==> src/rtl/timer_pkg.sv <==
// Shared types and helpers for the kitchen-timer controller.
//   state_e     : controller FSM state encoding (3 bits, codes 6-7 unused)
//   press_e     : resolved button press, higher encoding wins on collision
//   pick_press  : clear > pause > mode priority resolution
//   cnt_width   : counter width for a counter running 0..n-1
package timer_pkg;

  localparam int unsigned StateW = 3;

  typedef enum logic [StateW-1:0] {
    StIdle   = 3'd0,
    StSetMin = 3'd1,
    StSetSec = 3'd2,
    StRun    = 3'd3,
    StPaused = 3'd4,
    StAlarm  = 3'd5
  } state_e;

  typedef enum logic [1:0] {
    PressNone  = 2'd0,
    PressMode  = 2'd1,
    PressPause = 2'd2,
    PressClear = 2'd3
  } press_e;

  // Coinciding strobes collapse to the single highest-priority press.
  function automatic press_e pick_press(input logic clear, input logic pause, input logic mode);
    if (clear) return PressClear;
    if (pause) return PressPause;
    if (mode)  return PressMode;
    return PressNone;
  endfunction

  function automatic int unsigned cnt_width(input int unsigned n);
    return (n <= 2) ? 1 : $clog2(n);
  endfunction

endpackage

==> src/rtl/timer_ctrl_if.sv <==
// Front-panel / timer-datapath signal bundle of the controller.
//   slave  : controller side (buttons, switch and done in; timer controls out)
//   master : panel/datapath side (the opposite directions)
interface timer_ctrl_if;
  logic                         btn_mode;
  logic                         btn_pause;
  logic                         btn_clear;
  logic                         dir_up;
  logic                         done;
  logic                         tmr_clock;
  logic                         tmr_up;
  logic                         tmr_reset;
  logic                         tmr_start;
  logic                         tmr_pause;
  logic                         tmr_get_min;
  logic                         tmr_get_sec;
  logic                         alarm;
  logic [timer_pkg::StateW-1:0] state;

  modport slave (
    input  btn_mode, btn_pause, btn_clear, dir_up, done,
    output tmr_clock, tmr_up, tmr_reset, tmr_start, tmr_pause, tmr_get_min, tmr_get_sec,
    output alarm, state
  );

  modport master (
    output btn_mode, btn_pause, btn_clear, dir_up, done,
    input  tmr_clock, tmr_up, tmr_reset, tmr_start, tmr_pause, tmr_get_min, tmr_get_sec,
    input  alarm, state
  );
endinterface

==> src/rtl/btn_debounce.sv <==
// Button conditioner: 2-FF synchronizer, stability-counter debouncer and a
// one-cycle press strobe on the debounced 0->1 edge.
//   clk     : system clock
//   reset   : asynchronous active-low reset
//   btn_i   : raw button level
//   press_o : one-cycle strobe, 2 + DEBOUNCE_CYC + 1 cycles after the raw edge
module btn_debounce
  import timer_pkg::*;
#(
  parameter int unsigned DEBOUNCE_CYC = 1_000_000
) (
  input  logic clk,
  input  logic reset,
  input  logic btn_i,
  output logic press_o
);
  localparam int unsigned     CntW   = cnt_width(DEBOUNCE_CYC);
  localparam logic [CntW-1:0] CntMax = CntW'(DEBOUNCE_CYC - 1);

  logic            sync1_q, sync2_q;
  logic            level_q, level_d, level_dly_q, press_q;
  logic [CntW-1:0] cnt_q, cnt_d;

  // Count consecutive samples that disagree with the accepted level; any
  // agreeing sample restarts the count.
  always_comb begin
    level_d = level_q;
    cnt_d   = '0;
    if (sync2_q != level_q) begin
      if (cnt_q == CntMax) level_d = sync2_q;
      else                 cnt_d   = cnt_q + CntW'(1);
    end
  end

  always_ff @(posedge clk or negedge reset) begin
    if (!reset) begin
      sync1_q     <= 1'b0;
      sync2_q     <= 1'b0;
      level_q     <= 1'b0;
      level_dly_q <= 1'b0;
      cnt_q       <= '0;
      press_q     <= 1'b0;
    end else begin
      sync1_q     <= btn_i;
      sync2_q     <= sync1_q;
      level_q     <= level_d;
      level_dly_q <= level_q;
      cnt_q       <= cnt_d;
      press_q     <= level_q & ~level_dly_q;
    end
  end

  assign press_o = press_q;

endmodule

==> src/rtl/timer_ctrl.sv <==
// Kitchen-timer controller: debounces the mode/pause/clear buttons, generates
// the count clock and runs the IDLE/SET_MIN/SET_SEC/RUN/PAUSED/ALARM sequence.
//   clk   : system clock
//   reset : asynchronous active-low reset
//   bus   : timer_ctrl_if.slave (buttons, dir_up, done in; tmr_* controls,
//           alarm and state out; all outputs registered)
module timer_ctrl
  import timer_pkg::*;
#(
  parameter int unsigned CLK_HZ       = 100_000_000,
  parameter int unsigned TICK_HZ      = 1,
  parameter int unsigned DEBOUNCE_CYC = 1_000_000,
  parameter int unsigned ALARM_SEC    = 10
) (
  input logic         clk,
  input logic         reset,
  timer_ctrl_if.slave bus
);
  localparam int unsigned      Period   = CLK_HZ / TICK_HZ;
  localparam int unsigned      TickW    = cnt_width(Period);
  localparam logic [TickW-1:0] TickMax  = TickW'(Period - 1);
  localparam logic [TickW-1:0] TickHalf = TickW'(Period / 2);
  localparam int unsigned      AlmW     = cnt_width(ALARM_SEC);
  localparam logic [AlmW-1:0]  AlmMax   = AlmW'(ALARM_SEC - 1);

  logic             press_mode, press_pause, press_clear;
  press_e           press;
  state_e           state_q, state_d;
  logic             start_q, start_d, pause_q, pause_d, rst_q, rst_d, up_q, up_d;
  logic             get_min_q, get_sec_q, alarm_q, tclk_q;
  logic [AlmW-1:0]  alm_cnt_q, alm_cnt_d;
  logic [TickW-1:0] tick_cnt_q, tick_cnt_d;
  logic             tick_rise;

  btn_debounce #(.DEBOUNCE_CYC(DEBOUNCE_CYC)) u_db_mode (
    .clk(clk), .reset(reset), .btn_i(bus.btn_mode), .press_o(press_mode)
  );
  btn_debounce #(.DEBOUNCE_CYC(DEBOUNCE_CYC)) u_db_pause (
    .clk(clk), .reset(reset), .btn_i(bus.btn_pause), .press_o(press_pause)
  );
  btn_debounce #(.DEBOUNCE_CYC(DEBOUNCE_CYC)) u_db_clear (
    .clk(clk), .reset(reset), .btn_i(bus.btn_clear), .press_o(press_clear)
  );

  // Count clock: the start pulse re-phases the counter so the first high
  // half-period begins right after start.
  always_comb begin
    if (start_q || tick_cnt_q == TickMax) tick_cnt_d = '0;
    else                                   tick_cnt_d = tick_cnt_q + TickW'(1);
  end

  // A wrap happens on the next edge; a start-forced clear is not a wrap.
  assign tick_rise = (tick_cnt_q == TickMax) && !start_q;

  always_comb begin
    state_d   = state_q;
    start_d   = 1'b0;
    pause_d   = 1'b0;
    rst_d     = 1'b0;
    up_d      = up_q;
    alm_cnt_d = alm_cnt_q;
    press     = pick_press(press_clear, press_pause, press_mode);

    if (press == PressClear) begin
      state_d = StIdle;
      rst_d   = 1'b1;
    end else begin
      case (state_q)
        StIdle:   if (press == PressMode) state_d = StSetMin;
        StSetMin: if (press == PressMode) state_d = StSetSec;
        StSetSec: begin
          if (press == PressMode) begin
            state_d = StRun;
            start_d = 1'b1;
            up_d    = bus.dir_up;
          end
        end
        StRun: begin
          if (press == PressPause) begin
            state_d = StPaused;
            pause_d = 1'b1;
          end else if (!up_q && bus.done) begin
            state_d   = StAlarm;
            alm_cnt_d = '0;
          end
        end
        StPaused: begin
          if (press == PressPause) begin
            state_d = StRun;
            pause_d = 1'b1;
          end
        end
        StAlarm: begin
          if (press == PressMode) begin
            state_d = StIdle;
            rst_d   = 1'b1;
          end else if (tick_rise) begin
            if (alm_cnt_q == AlmMax) begin
              state_d = StIdle;
              rst_d   = 1'b1;
            end else begin
              alm_cnt_d = alm_cnt_q + AlmW'(1);
            end
          end
        end
        default: state_d = StIdle;
      endcase
    end
  end

  always_ff @(posedge clk or negedge reset) begin
    if (!reset) begin
      state_q    <= StIdle;
      start_q    <= 1'b0;
      pause_q    <= 1'b0;
      rst_q      <= 1'b0;
      up_q       <= 1'b0;
      get_min_q  <= 1'b0;
      get_sec_q  <= 1'b0;
      alarm_q    <= 1'b0;
      alm_cnt_q  <= '0;
      tick_cnt_q <= '0;
      tclk_q     <= 1'b0;
    end else begin
      state_q    <= state_d;
      start_q    <= start_d;
      pause_q    <= pause_d;
      rst_q      <= rst_d;
      up_q       <= up_d;
      get_min_q  <= (state_d == StSetMin);
      get_sec_q  <= (state_d == StSetSec);
      alarm_q    <= (state_d == StAlarm);
      alm_cnt_q  <= alm_cnt_d;
      tick_cnt_q <= tick_cnt_d;
      tclk_q     <= (tick_cnt_d < TickHalf);
    end
  end

  assign bus.tmr_clock   = tclk_q;
  assign bus.tmr_up      = up_q;
  assign bus.tmr_reset   = rst_q;
  assign bus.tmr_start   = start_q;
  assign bus.tmr_pause   = pause_q;
  assign bus.tmr_get_min = get_min_q;
  assign bus.tmr_get_sec = get_sec_q;
  assign bus.alarm       = alarm_q;
  assign bus.state       = state_q;

endmodule

==> src/flat_wrapper.sv <==
// flat-port wrapper written by rule: the top's interface ports become plain ports
module timer_ctrl_flat import timer_pkg::*;
#(
  parameter int unsigned CLK_HZ       = 100_000_000,
  parameter int unsigned TICK_HZ      = 1,
  parameter int unsigned DEBOUNCE_CYC = 1_000_000,
  parameter int unsigned ALARM_SEC    = 10
)
  (clk, reset, bus_btn_mode, bus_btn_pause, bus_btn_clear, bus_dir_up, bus_done, bus_tmr_clock, bus_tmr_up, bus_tmr_reset, bus_tmr_start, bus_tmr_pause, bus_tmr_get_min, bus_tmr_get_sec, bus_alarm, bus_state);
  timer_ctrl_if bus_i ();
  input logic clk;
  input logic reset;
  input wire logic [$bits(bus_i.btn_mode)-1:0] bus_btn_mode;
  input wire logic [$bits(bus_i.btn_pause)-1:0] bus_btn_pause;
  input wire logic [$bits(bus_i.btn_clear)-1:0] bus_btn_clear;
  input wire logic [$bits(bus_i.dir_up)-1:0] bus_dir_up;
  input wire logic [$bits(bus_i.done)-1:0] bus_done;
  output wire logic [$bits(bus_i.tmr_clock)-1:0] bus_tmr_clock;
  output wire logic [$bits(bus_i.tmr_up)-1:0] bus_tmr_up;
  output wire logic [$bits(bus_i.tmr_reset)-1:0] bus_tmr_reset;
  output wire logic [$bits(bus_i.tmr_start)-1:0] bus_tmr_start;
  output wire logic [$bits(bus_i.tmr_pause)-1:0] bus_tmr_pause;
  output wire logic [$bits(bus_i.tmr_get_min)-1:0] bus_tmr_get_min;
  output wire logic [$bits(bus_i.tmr_get_sec)-1:0] bus_tmr_get_sec;
  output wire logic [$bits(bus_i.alarm)-1:0] bus_alarm;
  output wire logic [$bits(bus_i.state)-1:0] bus_state;
  assign bus_i.btn_mode = bus_btn_mode;
  assign bus_i.btn_pause = bus_btn_pause;
  assign bus_i.btn_clear = bus_btn_clear;
  assign bus_i.dir_up = bus_dir_up;
  assign bus_i.done = bus_done;
  assign bus_tmr_clock = bus_i.tmr_clock;
  assign bus_tmr_up = bus_i.tmr_up;
  assign bus_tmr_reset = bus_i.tmr_reset;
  assign bus_tmr_start = bus_i.tmr_start;
  assign bus_tmr_pause = bus_i.tmr_pause;
  assign bus_tmr_get_min = bus_i.tmr_get_min;
  assign bus_tmr_get_sec = bus_i.tmr_get_sec;
  assign bus_alarm = bus_i.alarm;
  assign bus_state = bus_i.state;
  timer_ctrl #(.CLK_HZ(CLK_HZ), .TICK_HZ(TICK_HZ), .DEBOUNCE_CYC(DEBOUNCE_CYC), .ALARM_SEC(ALARM_SEC)) u_core (.clk(clk), .reset(reset), .bus(bus_i));
endmodule
==> config.mk <==
export PLATFORM = sky130hd
export DESIGN_NAME = timer_ctrl_flat
export DESIGN_NICKNAME = d
export VERILOG_FILES = /design/src/rtl/timer_pkg.sv /design/src/rtl/timer_ctrl_if.sv /design/src/rtl/btn_debounce.sv /design/src/rtl/timer_ctrl.sv /design/src/flat_wrapper.sv
export SDC_FILE = /design/constraint.sdc
export NUM_CORES = 1
export LEC_CHECK = 0
export BUFFER_PORTS_ARGS = -buffer_cell sky130_fd_sc_hd__buf_2
export CAP_MARGIN = 30
export CORE_ASPECT_RATIO = 0.8
export CORE_MARGIN = 2
export CORE_UTILIZATION = 50
export CTS_BUF_LIST = sky130_fd_sc_hd__clkbuf_2
export DETAILED_ROUTE_END_ITERATION = 7
export GPL_TIMING_DRIVEN = 1
export PLACE_DENSITY = 0.67
export SLEW_MARGIN = 25
export SYNTH_ARGS = -nofsm -noshare
export SYNTH_HDL_FRONTEND = slang
export SYNTH_SLANG_ARGS = --single-unit
==> constraint.sdc <==
create_clock -name clk -period 6.65 [get_ports clk]
set_input_delay 0.3325 -clock clk [delete_from_list [all_inputs] [get_ports clk]]
set_output_delay 0.3325 -clock clk [all_outputs]
set_load 0.02 [all_outputs]
### Yosys cells after proc, flatten, opt, wreduce, memory -nomap -nowiden

Cells that the tools add are included.

* register bits: 117
* bits of input ports: 7
* output and inout bits: 11
* word-level logic and storage cells: 126

* add/sub/neg operators: 5
* magnitude comparators: 1
* equality and inequality tests: 24
* multiplexer cells: 47
* bitwise logic cells: 7
* reductions and logical operators: 13

Operator list (count)
* two-way mux 20 bit: 6
* adder 20 x 1 -> 20 bit, second input constant: 3
* equality test 20 bit, second input constant: 3
* two-way mux 3 bit: 10
* adder 27 x 1 -> 27 bit, second input constant: 1
* equality test 27 bit, second input constant: 1
* < comparator 27 x 26 -> 1 bit, second input constant: 1
* two-way mux 27 bit: 1
* two-way mux 4 bit: 5
* case mux 3 bit (6 select lines): 1
* two-way mux 1 bit: 17
* two-way mux 2 bit: 6
* equality test 3 x 2 -> 1 bit, second input constant: 3
* equality test 3 bit, second input constant: 3
* case mux 4 bit (2 select lines): 1
* AND reduction 7 bit: 1
* equality test 3 x 1 -> 1 bit, second input constant: 2
* != test 2 bit, second input constant: 3
* AND reduction 2 bit: 3
* adder 4 x 1 -> 4 bit, second input constant: 1
* equality test 2 bit, second input constant: 2
* equality test 4 bit, second input constant: 1
* != test 2 x 1 -> 1 bit, second input constant: 2
* NOT 1 bit: 4
* 10 further kinds: 16

### Logic depth before layout (Yosys ltp)

* depth in word-level cells: 12
* gate-level depth with buffers: 8
* depth with buffers taken out: 8

### Hierarchy

A second synthesis with hierarchy kept.

* cell total of the unflattened synthesis: 584
* area total of the unflattened synthesis: 5939.4 um^2

Modules (own cells, without submodules)
* btn_debounce: instances 3, cells an instance 109, area an instance 1171.1 um^2
* timer_ctrl: instances 1, cells an instance 257, area an instance 2426.1 um^2

### Least setup slack after synthesis

No wires, ideal clock.

* kind: register -> register
* from: reg u_core.tick_cnt_q[3]
* to: reg u_core.alarm_q (netlist: u_core.bus.alarm)
* library setup time: 0.134 ns
* arrival: 2.185 ns
* required time: 6.516 ns
* slack: 4.330 ns
* cell stages (with the launch flop): 7
* buffers on the path: 0
* cells stage by stage: dfrtp_1 > nand4_4 > or4_4 > or4_4 > and4_4 > o21ai_0 > nor3_1

* longest elaborated chain between the ends: 7

Ends and longest elaborated chain
* start, declared: RTL line timer_ctrl.sv:32 `logic [TickW-1:0] tick_cnt_q, tick_cnt_d;`
* start signal, assigned: RTL line timer_ctrl.sv:134 `tick_cnt_q <= tick_cnt_d;`
* equality test 27 bit: RTL line timer_ctrl.sv:53 `assign tick_rise = (tick_cnt_q == TickMax) && !start_q;`
* logical AND 1 bit: RTL line timer_ctrl.sv:53
* two-way mux 3 bit: RTL line timer_ctrl.sv:97 `end else if (tick_rise) begin`
* two-way mux 3 bit: RTL line timer_ctrl.sv:94 `if (press == PressMode) begin`
* case mux 3 bit (6 select lines): RTL line timer_ctrl.sv:68 `case (state_q)`
* two-way mux 3 bit: RTL line timer_ctrl.sv:64 `if (press == PressClear) begin`
* equality test 3 bit: RTL line timer_ctrl.sv:132 `alarm_q <= (state_d == StAlarm);`
* end signal, assigned: RTL line timer_ctrl.sv:132
* end, declared: RTL line timer_ctrl.sv:30 `logic get_min_q, get_sec_q, alarm_q, tclk_q;`

Every way passes these cells.
A chain may end at the register's enable or synchronous reset.

### Final worst setup path

* from: reg u_core.tick_cnt_q[0]
* to: reg u_core.alm_cnt_q[3]

* longest elaborated chain between the ends: 4

Ends and longest elaborated chain
* equality test 27 bit: RTL line timer_ctrl.sv:53
* logical AND 1 bit: RTL line timer_ctrl.sv:53
* != test 2 x 1 -> 1 bit (no line)
* AND reduction 7 bit (no line)
* end signal, assigned: RTL line timer_ctrl.sv:133 `alm_cnt_q <= alm_cnt_d;`
* end, declared: RTL line timer_ctrl.sv:31 `logic [AlmW-1:0] alm_cnt_q, alm_cnt_d;`

Every way passes these cells.

==> flow_summary.rst <==
.. list-table::
   :header-rows: 1

   * - Metric
     - Value
   * - Aggregate global routing overflow
     - 0
   * - Synth Net Count
     - approximately 630
   * - Area of the die
     - between 10000 and 15000 µm²
   * - Top_reg_cell synth
     - sky130_fd_sc_hd__dfrtp_1
   * - Area growth syn-to-layout
     - 9.84%
   * - Number of synthesized flops with an enable pin
     - 0
   * - All-layer global routing usage
     - 20.3%
   * - Total wire length
     - around 12000 µm
   * - List of cells traversed by the critical path
     - ha_1 > nand3_1 > or4_4 > nor4_1 > a21oi_1 > o21ai_0 > o31ai_1
   * - Number of buffers created by CTS
     - 17
   * - Power density over the cells
     - ~200 nW/µm²
   * - Master cell of the clock root buffer
     - sky130_fd_sc_hd__clkbuf_2
   * - Layout fillers
     - ~1000
   * - Yosys Warn Count
     - 0
   * - Top library cells by usage in the layout, fill and taps aside
     - sky130_fd_sc_hd__dfrtp_1, sky130_fd_sc_hd__nor2_1, sky130_fd_sc_hd__xnor2_1, sky130_fd_sc_hd__nand2_1, sky130_fd_sc_hd__nand3_1
   * - MaxCap Viol Count
     - 0
   * - Classification of the worst-slack hold path
     - in2async
   * - Antenna violations before repair
     - 0
   * - Most frequent standard cell in the layout excluding fill and tap cells
     - sky130_fd_sc_hd__dfrtp_1
   * - Hold-fix buffer count after cts
     - 5
   * - Overall power of the completed layout
     - between 1 and 1.5 mW
   * - Layout cell share with drive strength beyond 1
     - 10.6%
   * - Maximum clock skew at final layout
     - about 0.029 ns
   * - Cells after Synth
     - around 600
   * - Data arrival time of the critical path
     - roughly 3.2 ns
   * - Worst ir drop on vdd
     - about 0.00017 V
   * - Ports
     - 18
   * - Antenna fix cells
     - 0
   * - Top-area cell type share of the netlist area
     - 49.6%
   * - Final critical-path required period
     - roughly 2.7 ns
   * - Floorplan core area
     - ~12000 µm²
   * - Setup TNS Final
     - 0 ns
   * - Synth cell types
     - 53
   * - Category of the most critical setup path
     - reg2reg
   * - Starting Density
     - between 50% and 60%
   * - Detailed Place HPWL
     - between 8000 and 9000 µm
   * - TritonCTS clock tree
     - built
   * - Wire length per cell after detailed routing
     - roughly 15 µm
   * - Number of pins with negative max-slew slack in the final report
     - 0
   * - Fin. Hold Viols
     - 0
   * - Maximum fanout count along the critical path
     - 6
   * - Setup bufs post-CTS
     - 0
   * - Leak pwr
     - 2.73 nW
   * - Setup-violating endpoint count in the final report
     - 0
   * - Maximum achievable frequency
     - between 300 and 400 MHz
   * - Clock tree buffer depth
     - 2
   * - Final design instance area without fill
     - approximately 6500 µm²
   * - Status
     - completed
   * - Slew at the pin with the worst max-slew slack
     - roughly 0.9 ns
   * - Clock network latency to the later pin of the worst-skew pair
     - 0.66 ns
   * - Ratio of final minimum period to clock period
     - 40.2%
   * - Mapped cell area
     - approximately 5900 µm²
   * - Detailed router's first-iteration violation count
     - about 370
   * - Part of the Yosys area used for sequential elements
     - roughly 50%
   * - Die boundary height
     - ~100 µm
   * - Clock sink total
     - roughly 120
   * - Fin nets
     - roughly 650
   * - Syn Area/Cell
     - 9.59 µm²
   * - Via count of the first global-routing pass
     - between 4000 and 5000
   * - Largest cells by area after synthesis
     - sky130_fd_sc_hd__dfrtp_1, sky130_fd_sc_hd__nor2_1, sky130_fd_sc_hd__xnor2_1, sky130_fd_sc_hd__xor2_1, sky130_fd_sc_hd__nand3_1
   * - Unrepaired setup endpoints after global routing
     - no
   * - Worst setup SP type
     - register
   * - Final Core Density
     - roughly 56%
   * - Biggest area consumer among synthesized cells
     - sky130_fd_sc_hd__dfrtp_1
   * - Register clock-pin slew on the reported worst setup and hold paths
     - 0.19 ns
   * - Number of buffer and inverter stages on the critical path
     - 0
   * - Synth async-reset ratio
     - 100%
   * - Highest cell delay on the worst timing path
     - approximately 0.77 ns
   * - Quantity of I/O buffers inserted on ports
     - 17
   * - Vias post-DR
     - between 4000 and 5000
   * - Crit path max-delay cell type
     - sky130_fd_sc_hd__nor4_1
   * - Top Family by Delay on Critical Path
     - simple AND/OR/NAND/NOR gates
   * - Worst-case headroom to the max-slew limit
     - 38.4%
   * - Post-cts resize count
     - 0
   * - Final weighted congestion of routability-driven global placement
     - between 0.9 and 1
   * - Post-synthesis sequential element count
     - about 120
   * - Type of destination of the critical path
     - register
   * - Remaining number of nets flagged by the antenna check after routing
     - 0
   * - Detailed-route vias per instance
     - between 5 and 6
   * - Cell row count
     - 35
   * - Horizontal die dimension
     - 125 µm
   * - DRC Markers
     - 0
   * - Global-route wire length before repair
     - approximately 21000 µm
   * - Detailed-router iteration count before antenna repair
     - 5
   * - Total number of H-tree levels
     - 4
   * - Largest net degree at the start of global routing
     - 54
   * - Dpl cell area
     - approximately 6000 µm²
   * - Worst endpoint required time
     - 7.18 ns
worst register-to-register path, cell delays in order, from the launching register on:
cell and delay (ns):
sky130_fd_sc_hd__dfrtp_1 0.43, sky130_fd_sc_hd__ha_1 0.26, sky130_fd_sc_hd__nand3_1 0.14, sky130_fd_sc_hd__or4_4 0.46, sky130_fd_sc_hd__nor4_1 0.77, sky130_fd_sc_hd__a21oi_1 0.17
sky130_fd_sc_hd__o21ai_0 0.22, sky130_fd_sc_hd__o31ai_1 0.10
cells by family (layout without fill, tap and decap cells):
family          Yosys count  after routing  share of synthesized area, %
flops                   117            117                          49.6
compound gates           65             65                          7.02
mux                       5              5                         0.933
fa+ha+maj                 6              6                          1.27
buf+inv                  35             73                          2.31
xor+xnor                 72             72                          10.7
simple gates            315            315                          28.2
layout make-up:
| cell class | instances | area [µm²] | area share [%] |
|---|---|---|---|
| tap | 148 | 185 | 2.86 |
| timing repair buffer | 26 | 188 | 2.90 |
| inverter | 15 | 56.3 | 0.869 |
| clock buffer | 17 | 85.1 | 1.31 |
| sequential | 117 | 2930 | 45.2 |
| clock inverter | 15 | 203 | 3.13 |
| multi-input combinational | 463 | 2840 | 43.8 |
through the flow:
| stage | hold slack [ns] | cells | worst slack (ns) |
|---|---|---|---|
| after global placement | 0.286 | 763 | 4.24 |
| after floorplan | 0.0369 | 615 | 4.33 |
| after global routing | 0.0649 | 801 | 3.82 |
| after CTS | 0.0747 | 801 | 4.07 |
| final | 0.104 | 801 | 3.98 |
| after detailed placement | 0.289 | 764 | 4.11 |
cells in the mapped netlist (6+ instances only):
library cell,number
sky130_fd_sc_hd__and4_1,11
sky130_fd_sc_hd__or3_1,13
sky130_fd_sc_hd__xor2_1,30
sky130_fd_sc_hd__nand3_1,39
sky130_fd_sc_hd__nand2b_1,6
sky130_fd_sc_hd__xnor2_1,42
sky130_fd_sc_hd__nor2b_1,8
sky130_fd_sc_hd__nor2_1,99
sky130_fd_sc_hd__nand2_1,42
sky130_fd_sc_hd__inv_1,15
sky130_fd_sc_hd__nand4_1,13
sky130_fd_sc_hd__dfrtp_1,117
sky130_fd_sc_hd__clkbuf_1,16
sky130_fd_sc_hd__o21ai_0,21
sky130_fd_sc_hd__and3_1,13
sky130_fd_sc_hd__nor4b_1,6
sky130_fd_sc_hd__ha_1,6
sky130_fd_sc_hd__a21oi_1,18
sky130_fd_sc_hd__and2_1,6
sky130_fd_sc_hd__nor4_1,12
sky130_fd_sc_hd__nor3_1,19
state kept, by name, indices dropped and copies added (netlist names), 3 cells and up:
signal / count
u_core.tick_cnt_q: 27
u_core.u_db_pause.cnt_q: 20
u_core.u_db_mode.cnt_q: 20
u_core.alm_cnt_q: 4
u_core.bus.state: 3
u_core.u_db_clear.cnt_q: 20
worst paths after layout:
path	depth (start not counted)	end	slack [ns]	startpoint
worst max-delay path	7	u_core.alm_cnt_q[3]$_DFFE_PN0P_	3.98	u_core.tick_cnt_q[0]$_DFF_PN0_
worst min-delay path	2	u_core.u_db_pause.cnt_q[13]$_DFF_PN0_	0.10	reset
worst max register to register	7	u_core.alm_cnt_q[3]$_DFFE_PN0P_	3.98	u_core.tick_cnt_q[0]$_DFF_PN0_
worst min register to register	0	u_core.u_db_mode.sync2_q$_DFF_PN0_	0.37	u_core.u_db_mode.sync1_q$_DFF_PN0_
max in group asynchronous	4	u_core.u_db_pause.cnt_q[4]$_DFF_PN0_	5.45	reset
min in group clk	6	u_core.alm_cnt_q[2]$_DFFE_PN0P_	0.27	bus_done
report_power, final:
group / internal (mW) / switching, mW
clock network: 0.249 / 0.290
registers: 0.718 / 0.00456
logic: 0.0114 / 0.0245
routing by layer:
layer / vias up / GRT usage (%) / wire length [µm]
met4: 0 / 6.32 / 171
met2: 112 / 30.9 / 5310
met1: 2207 / 28.2 / 6010
met5: - / 0 / 0
met3: 25 / 6.13 / 602
li1: 2206 / - / -
No activity file was read; power rests on OpenSTA's default activity.
